File: src/rtl/uart_cfg_pkg.sv
// Shared constants and state encodings for the UART16550 configuration master.
package uart_cfg_pkg;

  localparam logic [12:0] OFF_RBR_THR = 13'h000;
  localparam logic [12:0] OFF_DLL     = 13'h000;
  localparam logic [12:0] OFF_IER_DLM = 13'h004;
  localparam logic [12:0] OFF_FCR     = 13'h008;
  localparam logic [12:0] OFF_LCR     = 13'h00C;
  localparam logic [12:0] OFF_LSR     = 13'h014;

  localparam int LSR_THRE_BIT = 5;

  localparam logic [1:0] RESP_OKAY   = 2'b00;
  localparam logic [1:0] RESP_EXOKAY = 2'b01;
  localparam logic [1:0] RESP_SLVERR = 2'b10;
  localparam logic [1:0] RESP_DECERR = 2'b11;

  typedef enum logic [3:0] {
    S_IDLE,
    S_W_LCR_DLAB,
    S_W_DLL,
    S_W_DLM,
    S_W_LCR,
    S_W_FCR,
    S_W_IER,
    S_TX_LSR,
    S_TX_THR
  } state_t;

  typedef enum logic [2:0] {
    B_IDLE,
    B_WADDR,
    B_WRESP,
    B_RADDR,
    B_RDATA
  } beat_t;

  function automatic logic [7:0] lcr_byte(input logic dlab, input logic even,
                                          input logic parity, input logic stop2,
                                          input logic [1:0] wlen);
    return {dlab, 2'b00, even, parity, stop2, wlen};
  endfunction

endpackage

File: src/rtl/uart_axil_beat.sv
// One AXI4-Lite write or read transaction with a per-beat handshake timeout.
// UART_CFG_THRE_POLL_EN enables the read channel; otherwise arvalid/rready stay 0.
module uart_axil_beat
  import uart_cfg_pkg::*;
#(
  parameter int TIMEOUT_CYCLES = 256,
  parameter int TW             = 9
) (
  input  logic        clk,
  input  logic        rst_n,
  input  logic        req,
  input  logic        is_read,
  input  logic [12:0] addr,
  input  logic [7:0]  data,
  output logic        done,
  output logic        err,
  output logic [31:0] rdata,
  output logic [12:0] m_axi_awaddr,
  output logic        m_axi_awvalid,
  input  logic        m_axi_awready,
  output logic [31:0] m_axi_wdata,
  output logic [3:0]  m_axi_wstrb,
  output logic        m_axi_wvalid,
  input  logic        m_axi_wready,
  input  logic [1:0]  m_axi_bresp,
  input  logic        m_axi_bvalid,
  output logic        m_axi_bready,
  output logic [12:0] m_axi_araddr,
  output logic        m_axi_arvalid,
  input  logic        m_axi_arready,
  input  logic [31:0] m_axi_rdata,
  input  logic [1:0]  m_axi_rresp,
  input  logic        m_axi_rvalid,
  output logic        m_axi_rready
);

  localparam logic [TW-1:0] CNT_LAST = TW'(TIMEOUT_CYCLES - 1);

  beat_t          st, st_n;
  logic           awv, wv;
  logic [TW-1:0]  cnt;
  logic [12:0]    addr_q;
  logic [7:0]     data_q;
  logic           aw_hs, w_hs, timeout;

  assign aw_hs   = awv & m_axi_awready;
  assign w_hs    = wv & m_axi_wready;
  assign timeout = (st != B_IDLE) && (cnt == CNT_LAST);

  always_comb begin
    st_n = st;
    done = 1'b0;
    err  = 1'b0;
    case (st)
      B_IDLE:  if (req) st_n = is_read ? B_RADDR : B_WADDR;
      // AW and W may be accepted in either order; wait for both
      B_WADDR: if ((!awv || aw_hs) && (!wv || w_hs)) st_n = B_WRESP;
      B_WRESP: if (m_axi_bvalid) begin
        done = 1'b1;
        err  = (m_axi_bresp != RESP_OKAY);
        st_n = B_IDLE;
      end
      B_RADDR: if (m_axi_arready) st_n = B_RDATA;
      B_RDATA: if (m_axi_rvalid) begin
        done = 1'b1;
        err  = (m_axi_rresp != RESP_OKAY);
        st_n = B_IDLE;
      end
      default: st_n = B_IDLE;
    endcase
    // a response landing on the last allowed cycle still counts as success
    if (timeout && !done) begin
      done = 1'b1;
      err  = 1'b1;
      st_n = B_IDLE;
    end
  end

  always_ff @(posedge clk or negedge rst_n) begin
    if (!rst_n) begin
      st     <= B_IDLE;
      awv    <= 1'b0;
      wv     <= 1'b0;
      cnt    <= '0;
      addr_q <= '0;
      data_q <= '0;
    end else begin
      st <= st_n;
      if (st == B_IDLE) begin
        cnt <= '0;
        if (req) begin
          awv    <= ~is_read;
          wv     <= ~is_read;
          addr_q <= addr;
          data_q <= data;
        end
      end else begin
        cnt <= cnt + 1'b1;
        if (aw_hs) awv <= 1'b0;
        if (w_hs)  wv  <= 1'b0;
      end
      if (done) begin
        awv <= 1'b0;
        wv  <= 1'b0;
      end
    end
  end

  assign m_axi_awaddr  = addr_q;
  assign m_axi_awvalid = awv;
  assign m_axi_wdata   = {24'h0, data_q};
  assign m_axi_wstrb   = {3'b000, wv};
  assign m_axi_wvalid  = wv;
  assign m_axi_bready  = (st == B_WRESP);
  assign m_axi_araddr  = addr_q;
  assign rdata         = m_axi_rdata;

`ifdef UART_CFG_THRE_POLL_EN
  assign m_axi_arvalid = (st == B_RADDR);
  assign m_axi_rready  = (st == B_RDATA);
`else
  assign m_axi_arvalid = 1'b0;
  assign m_axi_rready  = 1'b0;
`endif

endmodule

File: src/rtl/uart_cfg_master.sv
// AXI4-Lite master that programs a UART16550 from one start pulse, then feeds THR.
// UART_CFG_THRE_POLL_EN: poll LSR.THRE before every THR write.
module uart_cfg_master
  import uart_cfg_pkg::*;
#(
  parameter logic [12:0] BASE_ADDR      = 13'h1000,
  parameter int          TIMEOUT_CYCLES = 256,
  parameter int          TW             = 9
) (
  input  logic        s_axi_aclk,
  input  logic        s_axi_aresetn,
  input  logic        start,
  input  logic [1:0]  cfg_wlen,
  input  logic        cfg_stop2,
  input  logic        cfg_parity,
  input  logic        cfg_even,
  input  logic [15:0] cfg_div,
  input  logic [1:0]  cfg_trig,
  input  logic [3:0]  cfg_ier,
  output logic        busy,
  output logic        configured,
  output logic        err,
  input  logic [7:0]  tx_data,
  input  logic        tx_valid,
  output logic        tx_ready,
  output logic [12:0] m_axi_awaddr,
  output logic        m_axi_awvalid,
  input  logic        m_axi_awready,
  output logic [31:0] m_axi_wdata,
  output logic [3:0]  m_axi_wstrb,
  output logic        m_axi_wvalid,
  input  logic        m_axi_wready,
  input  logic [1:0]  m_axi_bresp,
  input  logic        m_axi_bvalid,
  output logic        m_axi_bready,
  output logic [12:0] m_axi_araddr,
  output logic        m_axi_arvalid,
  input  logic        m_axi_arready,
  input  logic [31:0] m_axi_rdata,
  input  logic [1:0]  m_axi_rresp,
  input  logic        m_axi_rvalid,
  output logic        m_axi_rready
);

`ifdef UART_CFG_THRE_POLL_EN
  localparam state_t TX_FIRST = S_TX_LSR;
`else
  localparam state_t TX_FIRST = S_TX_THR;
`endif

  state_t      state, state_n;
  logic        issued;
  logic [1:0]  wlen_q, trig_q;
  logic        stop2_q, parity_q, even_q;
  logic [15:0] div_q;
  logic [3:0]  ier_q;
  logic [7:0]  tx_q;
  logic        err_q, cfg_ok;

  logic        req, is_read, tx_go;
  logic [12:0] off;
  logic [7:0]  wd;
  logic        beat_done, beat_err;
  logic [31:0] beat_rdata;
  logic        unused_rdata;

  assign tx_go = cfg_ok & tx_valid;
  // one request per beat state; issued holds it off until the beat completes
  assign req   = (state != S_IDLE) && !issued;
  assign unused_rdata = ^{beat_rdata[31:LSR_THRE_BIT+1], beat_rdata[LSR_THRE_BIT-1:0]};

  always_comb begin
    state_n  = state;
    off      = OFF_LCR;
    wd       = 8'h00;
    is_read  = 1'b0;
    tx_ready = 1'b0;
    case (state)
      S_IDLE: begin
        if (start)      state_n = S_W_LCR_DLAB;
        else if (tx_go) state_n = TX_FIRST;
      end
      S_W_LCR_DLAB: begin
        off = OFF_LCR;
        wd  = lcr_byte(1'b1, even_q, parity_q, stop2_q, wlen_q);
        if (beat_done) state_n = S_W_DLL;
      end
      S_W_DLL: begin
        off = OFF_DLL;
        wd  = div_q[7:0];
        if (beat_done) state_n = S_W_DLM;
      end
      S_W_DLM: begin
        off = OFF_IER_DLM;
        wd  = div_q[15:8];
        if (beat_done) state_n = S_W_LCR;
      end
      S_W_LCR: begin
        off = OFF_LCR;
        wd  = lcr_byte(1'b0, even_q, parity_q, stop2_q, wlen_q);
        if (beat_done) state_n = S_W_FCR;
      end
      S_W_FCR: begin
        off = OFF_FCR;
        wd  = {trig_q, 2'b00, 1'b1, 2'b00, 1'b1};
        if (beat_done) state_n = S_W_IER;
      end
      S_W_IER: begin
        off = OFF_IER_DLM;
        wd  = {4'b0000, ier_q};
        if (beat_done) state_n = S_IDLE;
      end
      S_TX_LSR: begin
        off     = OFF_LSR;
        is_read = 1'b1;
        // THRE clear: stay here and issue another read
        if (beat_done && beat_rdata[LSR_THRE_BIT]) state_n = S_TX_THR;
      end
      S_TX_THR: begin
        off = OFF_RBR_THR;
        wd  = tx_q;
        if (beat_done) begin
          state_n  = S_IDLE;
          tx_ready = ~beat_err;
        end
      end
      default: state_n = S_IDLE;
    endcase
    if (beat_done && beat_err) state_n = S_IDLE;
  end

  always_ff @(posedge s_axi_aclk or negedge s_axi_aresetn) begin
    if (!s_axi_aresetn) begin
      state    <= S_IDLE;
      issued   <= 1'b0;
      wlen_q   <= '0;
      trig_q   <= '0;
      stop2_q  <= 1'b0;
      parity_q <= 1'b0;
      even_q   <= 1'b0;
      div_q    <= '0;
      ier_q    <= '0;
      tx_q     <= '0;
      err_q    <= 1'b0;
      cfg_ok   <= 1'b0;
    end else begin
      state  <= state_n;
      issued <= req | (issued & ~beat_done);
      if (state == S_IDLE && start) begin
        wlen_q   <= cfg_wlen;
        trig_q   <= cfg_trig;
        stop2_q  <= cfg_stop2;
        parity_q <= cfg_parity;
        even_q   <= cfg_even;
        div_q    <= cfg_div;
        ier_q    <= cfg_ier;
        err_q    <= 1'b0;
        cfg_ok   <= 1'b0;
      end else if (state == S_IDLE && tx_go) begin
        tx_q <= tx_data;
      end
      if (beat_done && beat_err) begin
        err_q  <= 1'b1;
        cfg_ok <= 1'b0;
      end else if (beat_done && state == S_W_IER) begin
        cfg_ok <= 1'b1;
      end
    end
  end

  assign busy       = (state != S_IDLE);
  assign configured = cfg_ok;
  assign err        = err_q;

  uart_axil_beat #(
    .TIMEOUT_CYCLES(TIMEOUT_CYCLES),
    .TW            (TW)
  ) u_beat (
    .clk          (s_axi_aclk),
    .rst_n        (s_axi_aresetn),
    .req          (req),
    .is_read      (is_read),
    .addr         (BASE_ADDR + off),
    .data         (wd),
    .done         (beat_done),
    .err          (beat_err),
    .rdata        (beat_rdata),
    .m_axi_awaddr (m_axi_awaddr),
    .m_axi_awvalid(m_axi_awvalid),
    .m_axi_awready(m_axi_awready),
    .m_axi_wdata  (m_axi_wdata),
    .m_axi_wstrb  (m_axi_wstrb),
    .m_axi_wvalid (m_axi_wvalid),
    .m_axi_wready (m_axi_wready),
    .m_axi_bresp  (m_axi_bresp),
    .m_axi_bvalid (m_axi_bvalid),
    .m_axi_bready (m_axi_bready),
    .m_axi_araddr (m_axi_araddr),
    .m_axi_arvalid(m_axi_arvalid),
    .m_axi_arready(m_axi_arready),
    .m_axi_rdata  (m_axi_rdata),
    .m_axi_rresp  (m_axi_rresp),
    .m_axi_rvalid (m_axi_rvalid),
    .m_axi_rready (m_axi_rready)
  );

endmodule

File: config.mk
export PLATFORM = sky130hd
export DESIGN_NAME = uart_cfg_master
export DESIGN_NICKNAME = d
export VERILOG_FILES = /design/src/rtl/uart_cfg_pkg.sv /design/src/rtl/uart_axil_beat.sv /design/src/rtl/uart_cfg_master.sv
export SDC_FILE = /design/constraint.sdc
export NUM_CORES = 1
export LEC_CHECK = 0
export CORE_MARGIN = 2
export CORE_UTILIZATION = 40
export DETAILED_ROUTE_END_ITERATION = 8
export PLACE_DENSITY = 0.85
export SETUP_SLACK_MARGIN = 0.02
export SYNTH_ARGS = -nofsm -noshare
export SYNTH_HDL_FRONTEND = slang
export SYNTH_SLANG_ARGS = --single-unit
File: constraint.sdc
create_clock -name s_axi_aclk -period 2.75 [get_ports s_axi_aclk]
set_input_delay 0.55 -clock s_axi_aclk [delete_from_list [all_inputs] [get_ports s_axi_aclk]]
set_output_delay 0.55 -clock s_axi_aclk [all_outputs]
set_load 0.03 [all_outputs]
-- Word-level counts from Yosys, hierarchy flattened
Cells that the tools add are included.
- output and inout port bits: 71
- register bits after elaboration: 77
- equal/unequal tests: 27
- multiplexer cells: 44
- add/sub/neg operators: 2
- reduce and logical (&&, ||, !) cells: 34
- bitwise logic cells: 9
- operator list (kind ; count):
    8-bit case mux with 7 select lines ; 1
    4-bit two-way mux ; 10
    4-bit case mux with 8 select lines ; 1
    3-bit inequality test (second input constant) ; 7
    1-bit two-way mux ; 20
    5-bit case mux with 4 select lines ; 1
    3-bit two-way mux ; 6
    4-bit by 3-bit equality test with 1-bit output (second input constant) ; 4
    3-bit case mux with 5 select lines ; 1
    13-bit adder (first input constant) ; 1
    3-bit by 2-bit inequality test with 1-bit output (second input constant) ; 4
    3-bit nonzero test ; 4
    9-bit by 1-bit adder with 9-bit output (second input constant) ; 1
    9-bit by 8-bit equality test with 1-bit output (second input constant) ; 1
    1-bit logical AND ; 9
    9-bit two-way mux ; 1
    4-bit by 2-bit equality test with 1-bit output (second input constant) ; 2
    2-bit AND reduction ; 4
    8-bit AND reduction ; 1
    3-bit by 2-bit equality test with 1-bit output (second input constant) ; 2
    3-bit by 1-bit inequality test with 1-bit output (second input constant) ; 2
    2-bit nonzero test ; 3
    2-bit OR reduction ; 3
    5-bit AND reduction ; 1
    other kinds (15) ; 26

-- Logic depth before layout (Yosys ltp)
- depth in word-level cells: 9
- mapped depth: 9

-- Cells and area by module
From an unflattened synthesis, not the netlist that was laid out.
- cells, all modules: 406
- area total of the unflattened synthesis: 4464.3 µm²
- modules (own cells, without submodules) (module ; seq. area each (µm²) ; area an instance (µm²) ; instances ; cells each):
    uart_cfg_master ; 1051.0 ; 2259.7 ; 1 ; 201
    uart_axil_beat ; 875.8 ; 2204.6 ; 1 ; 205

-- Worst setup path before layout
OpenSTA, ideal clock, no wires.
- path kind: register to output
- from: register state[1]
- to: output port tx_ready
- stages on the path, launching flop included: 7
- path slack: -504 ps
- buffers on the path: 2
- arrival: 2704 ps
- cell sequence: dfrtp_1 buf_2 nor3_1 and2_1 buf_2 nand2_1 a2111oi_0
- longest elaborated chain between the ends: 2
- RTL lines (item ; line ; RTL):
    start: declaration ; uart_cfg_master.sv:51 ; state_t state, state_n;
    start signal: assignment ; uart_cfg_master.sv:147 ; state <= state_n;
    4-bit equality test ; uart_cfg_master.sv:78 ; case (state)
    1-bit two-way mux ; uart_cfg_master.sv:78 ;
    end: declaration ; uart_cfg_master.sv:25 ; output logic tx_ready,
No other way between the ends.

-- Worst setup path in the final report
- from: register state[0]
- to: output port busy
- longest elaborated chain between the ends: 1
- RTL lines (item ; line ; RTL):
    4-bit nonzero test ; uart_cfg_master.sv:171 ; assign busy = (state != S_IDLE);
    end: declaration ; uart_cfg_master.sv:20 ; output logic busy,
No other way between the ends.

==> impl_metrics.toml <==
[route]
vias = 2767
vias_per_cell = 5.16
drtIter0Drc = 221
dr.pass1.iters = 5
routedWlPerCell_um = 15.0
drt_wl_total_um = 8060
drtAntennaViolNets = 0
drc = 0

[pwr]
pwr-share-comb_pct = 45.5
p_per_area_mw_per_mm2 = 1030
leakage_uw = 0.00199
p_sw_share_pct = 39.3
switchingPower_uw = 1850
vdd_drop_max_uv = 474
clkPwrFrac_pct = 19.5
internal-power_uw = 2850
pwr-share-seq_pct = 35.0
total_power_uw = 4700

[global_routing]
grt_max_degree = 28
grt_antenna_before_repair = 0
overflow = 0
grt_pass1_vias = 2696
grt_use_total_pct = 16.9
grt_pass1_wl_um = 13400

[place]
gp_routability_congestion = 0.857
place_ws_ps = 281
dp_hpwl_um = 6010
dpl.cell_count = 520
numPortBuffers = 72
postPlaceCellArea_mm2 = 0.00435

[yosys]
synthCells = 349
synth_top_area_share_pct = 45.8
yosysWarnings = 0
async_flop_share_pct = 100
synth.most_common_cell = "dfrtp_1"
synth_enable_flop_cells = 0
avgSynthCellArea_um2 = 10.6
synth_seq_cells = 68
yosys.cell_types.count = 59
yosysSeqAreaShare_pct = 45.8
ys_top_cells_by_count = "68 x dfrtp_1, 52 x buf_4, 36 x mux2_2, 25 x nand2_1, 22 x nor2_1"
yosysTopAreaCell = "dfrtp_1"
synth_area_leaders = "dfrtp_1 46%, mux2_2 11%, buf_4 11%"
netlist_area_mm2 = 0.00371
synth_flop_cell = "dfrtp_1"

[timing]
hold_violations = 0
clock.fmax_mhz = 395
post-route-min-period_ps = 2530
timing.final.ws_setup_ps = 217
finalCritPeriodShare_pct = 92.1
drv_slew = 0
rsz0062_at_grt = "no"
finalSetupViolCount = 0
slew_headroom_pct = 44.7
final.setup.tns_ps = 0
tightest_slew_ps = 827
skew_ps = 7.89

[clocking]
htree_levels = 3
root_buffer = "clkbuf_8"
post_cts_buffers = 0
clock_latency_ps = 350
clock_sinks = 68
cts_tree = "yes"
cts_hold_buf = 0
cts_buffer_depth = 2
ctsResizeCount = 0
cts.clk_slew.worst_paths_ps = 70
cts_inserted_buffers = 9

[cells_and_area]
area_delta_synth_final_pct = 23.3
antenna_cells = 0
fin_area_mm2 = 0.00458
drive_above_1_share_pct = 18.1
stdcell_count = 536
filler_cell_count = 805
fin_nets = 502

[die]
fp.dieH_um = 100
rows = 35
fp.dieW_um = 100
ios = 151
core_area_mm2 = 0.00911
die_area_mm2 = 0.0101
initial_core_util_pct = 40.8

[worst_setup_path]
cpMaxStageDelayCell = "clkdlybuf4s50_1"
crit_buf_inv = 2
path_cells = "nor4_4 > inv_2 > clkdlybuf4s50_1"
path_max_fanout = 6
r2r-start = "u_beat.cnt[0]"
crit_required_ps = 2200
critPathMaxStageDelay_ps = 620
crit_path_start_kind = "register"
crit_arrival_ps = 1980
reg2reg_depth = 9
critPathCaptureType = "output port"
path_delay_family = "buffers and inverters"
cp.depth = 3
critPathCapture = "busy"
r2r-end = "state[1]"
critPathLaunch = "state[0]"
critical_path_class = "register to output port"
r2r_slack_ps = 510

[job]
maxCapViolations = 0

[min_path]
hold_path.class = "input port to asynchronous set/reset pin"

[outcome]
status = "finished, final reports clean"
## metrics by stage
step | hold slack, ps | utilization (%)
floorplan | 254 | -
global placement | 435 | 47.8
detailed placement | 463 | 47.8
CTS | 171 | 50.3
global route | 183 | 50.3
finish | 170 | 50.3
## placed cells by master (no fill, tap or decap), types with 3 or more instances in the layout
master / count
dfrtp_1: 68
nor2b_1: 5
nand2_1: 25
inv_1: 8
clkbuf_8: 9
conb_1: 47
a21oi_1: 10
a22o_1: 9
nand3b_1: 3
a22oi_1: 4
nand3_1: 4
mux2_2: 36
clkinvlp_4: 3
nor3_1: 6
clkdlybuf4s50_1: 70
xnor2_1: 4
o21ai_0: 13
buf_4: 12
a222oi_1: 5
o22ai_1: 3
o31ai_1: 4
nand2b_1: 6
xor2_1: 3
nor2_1: 22
## routing by layer
metal / wire, um / up-vias / share of wire [%] / global-route usage [%]
li1: - / 1291 / - / -
met1: 3540 / 1336 / 44 / 22.1
met2: 3870 / 133 / 48 / 28.0
met3: 592 / 7 / 7.3 / 4.11
met4: 58 / 0 / 0.72 / 4.74
met5: 0 / - / 0 / 0
## worst reg2reg max path: cells and delay by family (launching register included)
kind	cells	cell delay [ps]
flip-flops	1	370
buffers and inverters	1	80
AND/OR/NAND/NOR	3	450
adder cells (fa/ha/maj)	2	400
AO/OA/AOI/OAI	3	850
## cells by family (layout without fill, tap and decap cells)
kind of cell	after synthesis	after routing	share of synthesized area [%]
buf+inv	78	108	13.6
other cells	1	47	0.101
simple gates	87	87	12.8
xor+xnor	7	7	1.65
mux	38	38	11.5
flops	68	68	45.8
fa+ha+maj	2	2	0.674
compound gates	68	68	13.8
## flip-flops by register name, summed over array words and instances, names as in the netlist
signal	count
u_beat.m_axi_awvalid	1
u_beat.m_axi_araddr	4
parity_q	1
even_q	1
issued	1
trig_q	2
ier_q	4
stop2_q	1
state	4
div_q	16
configured	1
err	1
wlen_q	2
u_beat.cnt	9
u_beat.m_axi_wvalid	1
u_beat.data_q	8
u_beat.st	3
tx_q	8
## power groups by stage
stage / logic, uW / clock network [uW] / registers [uW]
after detailed placement: 2130 / 0 / 1660
after floorplan: 1510 / 0 / 1700
after global routing: 2330 / 973 / 1690
after CTS: 2140 / 935 / 1640
final: 2140 / 918 / 1640
after global placement: 2070 / 0 / 1640
## layout make-up
cell class / instances / area (um^2) / share of cell area (%)
Sequential cell: 68 / 1700 / 37.2
Timing Repair Buffer: 83 / 796 / 17.4
Inverter: 9 / 33.8 / 0.738
Tap cell: 111 / 139 / 3.03
Clock inverter: 7 / 100 / 2.19
Clock buffer: 9 / 124 / 2.71
Multi-Input combinational cell: 249 / 1680 / 36.8
## how the worst min path moves through the flow
| stage | slack, ps | startpoint | to |
|---|---|---|---|
| 6_report | 170 | s_axi_aresetn | div_q[14] |
| 5_1_grt | 180 | s_axi_aresetn | tx_q[2] |
| 2_1_floorplan | 250 | s_axi_aresetn | configured |
| 3_5_place_dp | 460 | u_beat.cnt[0] | u_beat.cnt[0] |
| 4_1_cts | 170 | s_axi_aresetn | tx_q[1] |
| 3_3_place_gp | 440 | u_beat.cnt[0] | u_beat.cnt[0] |
Power figures use the tool's default switching activity.
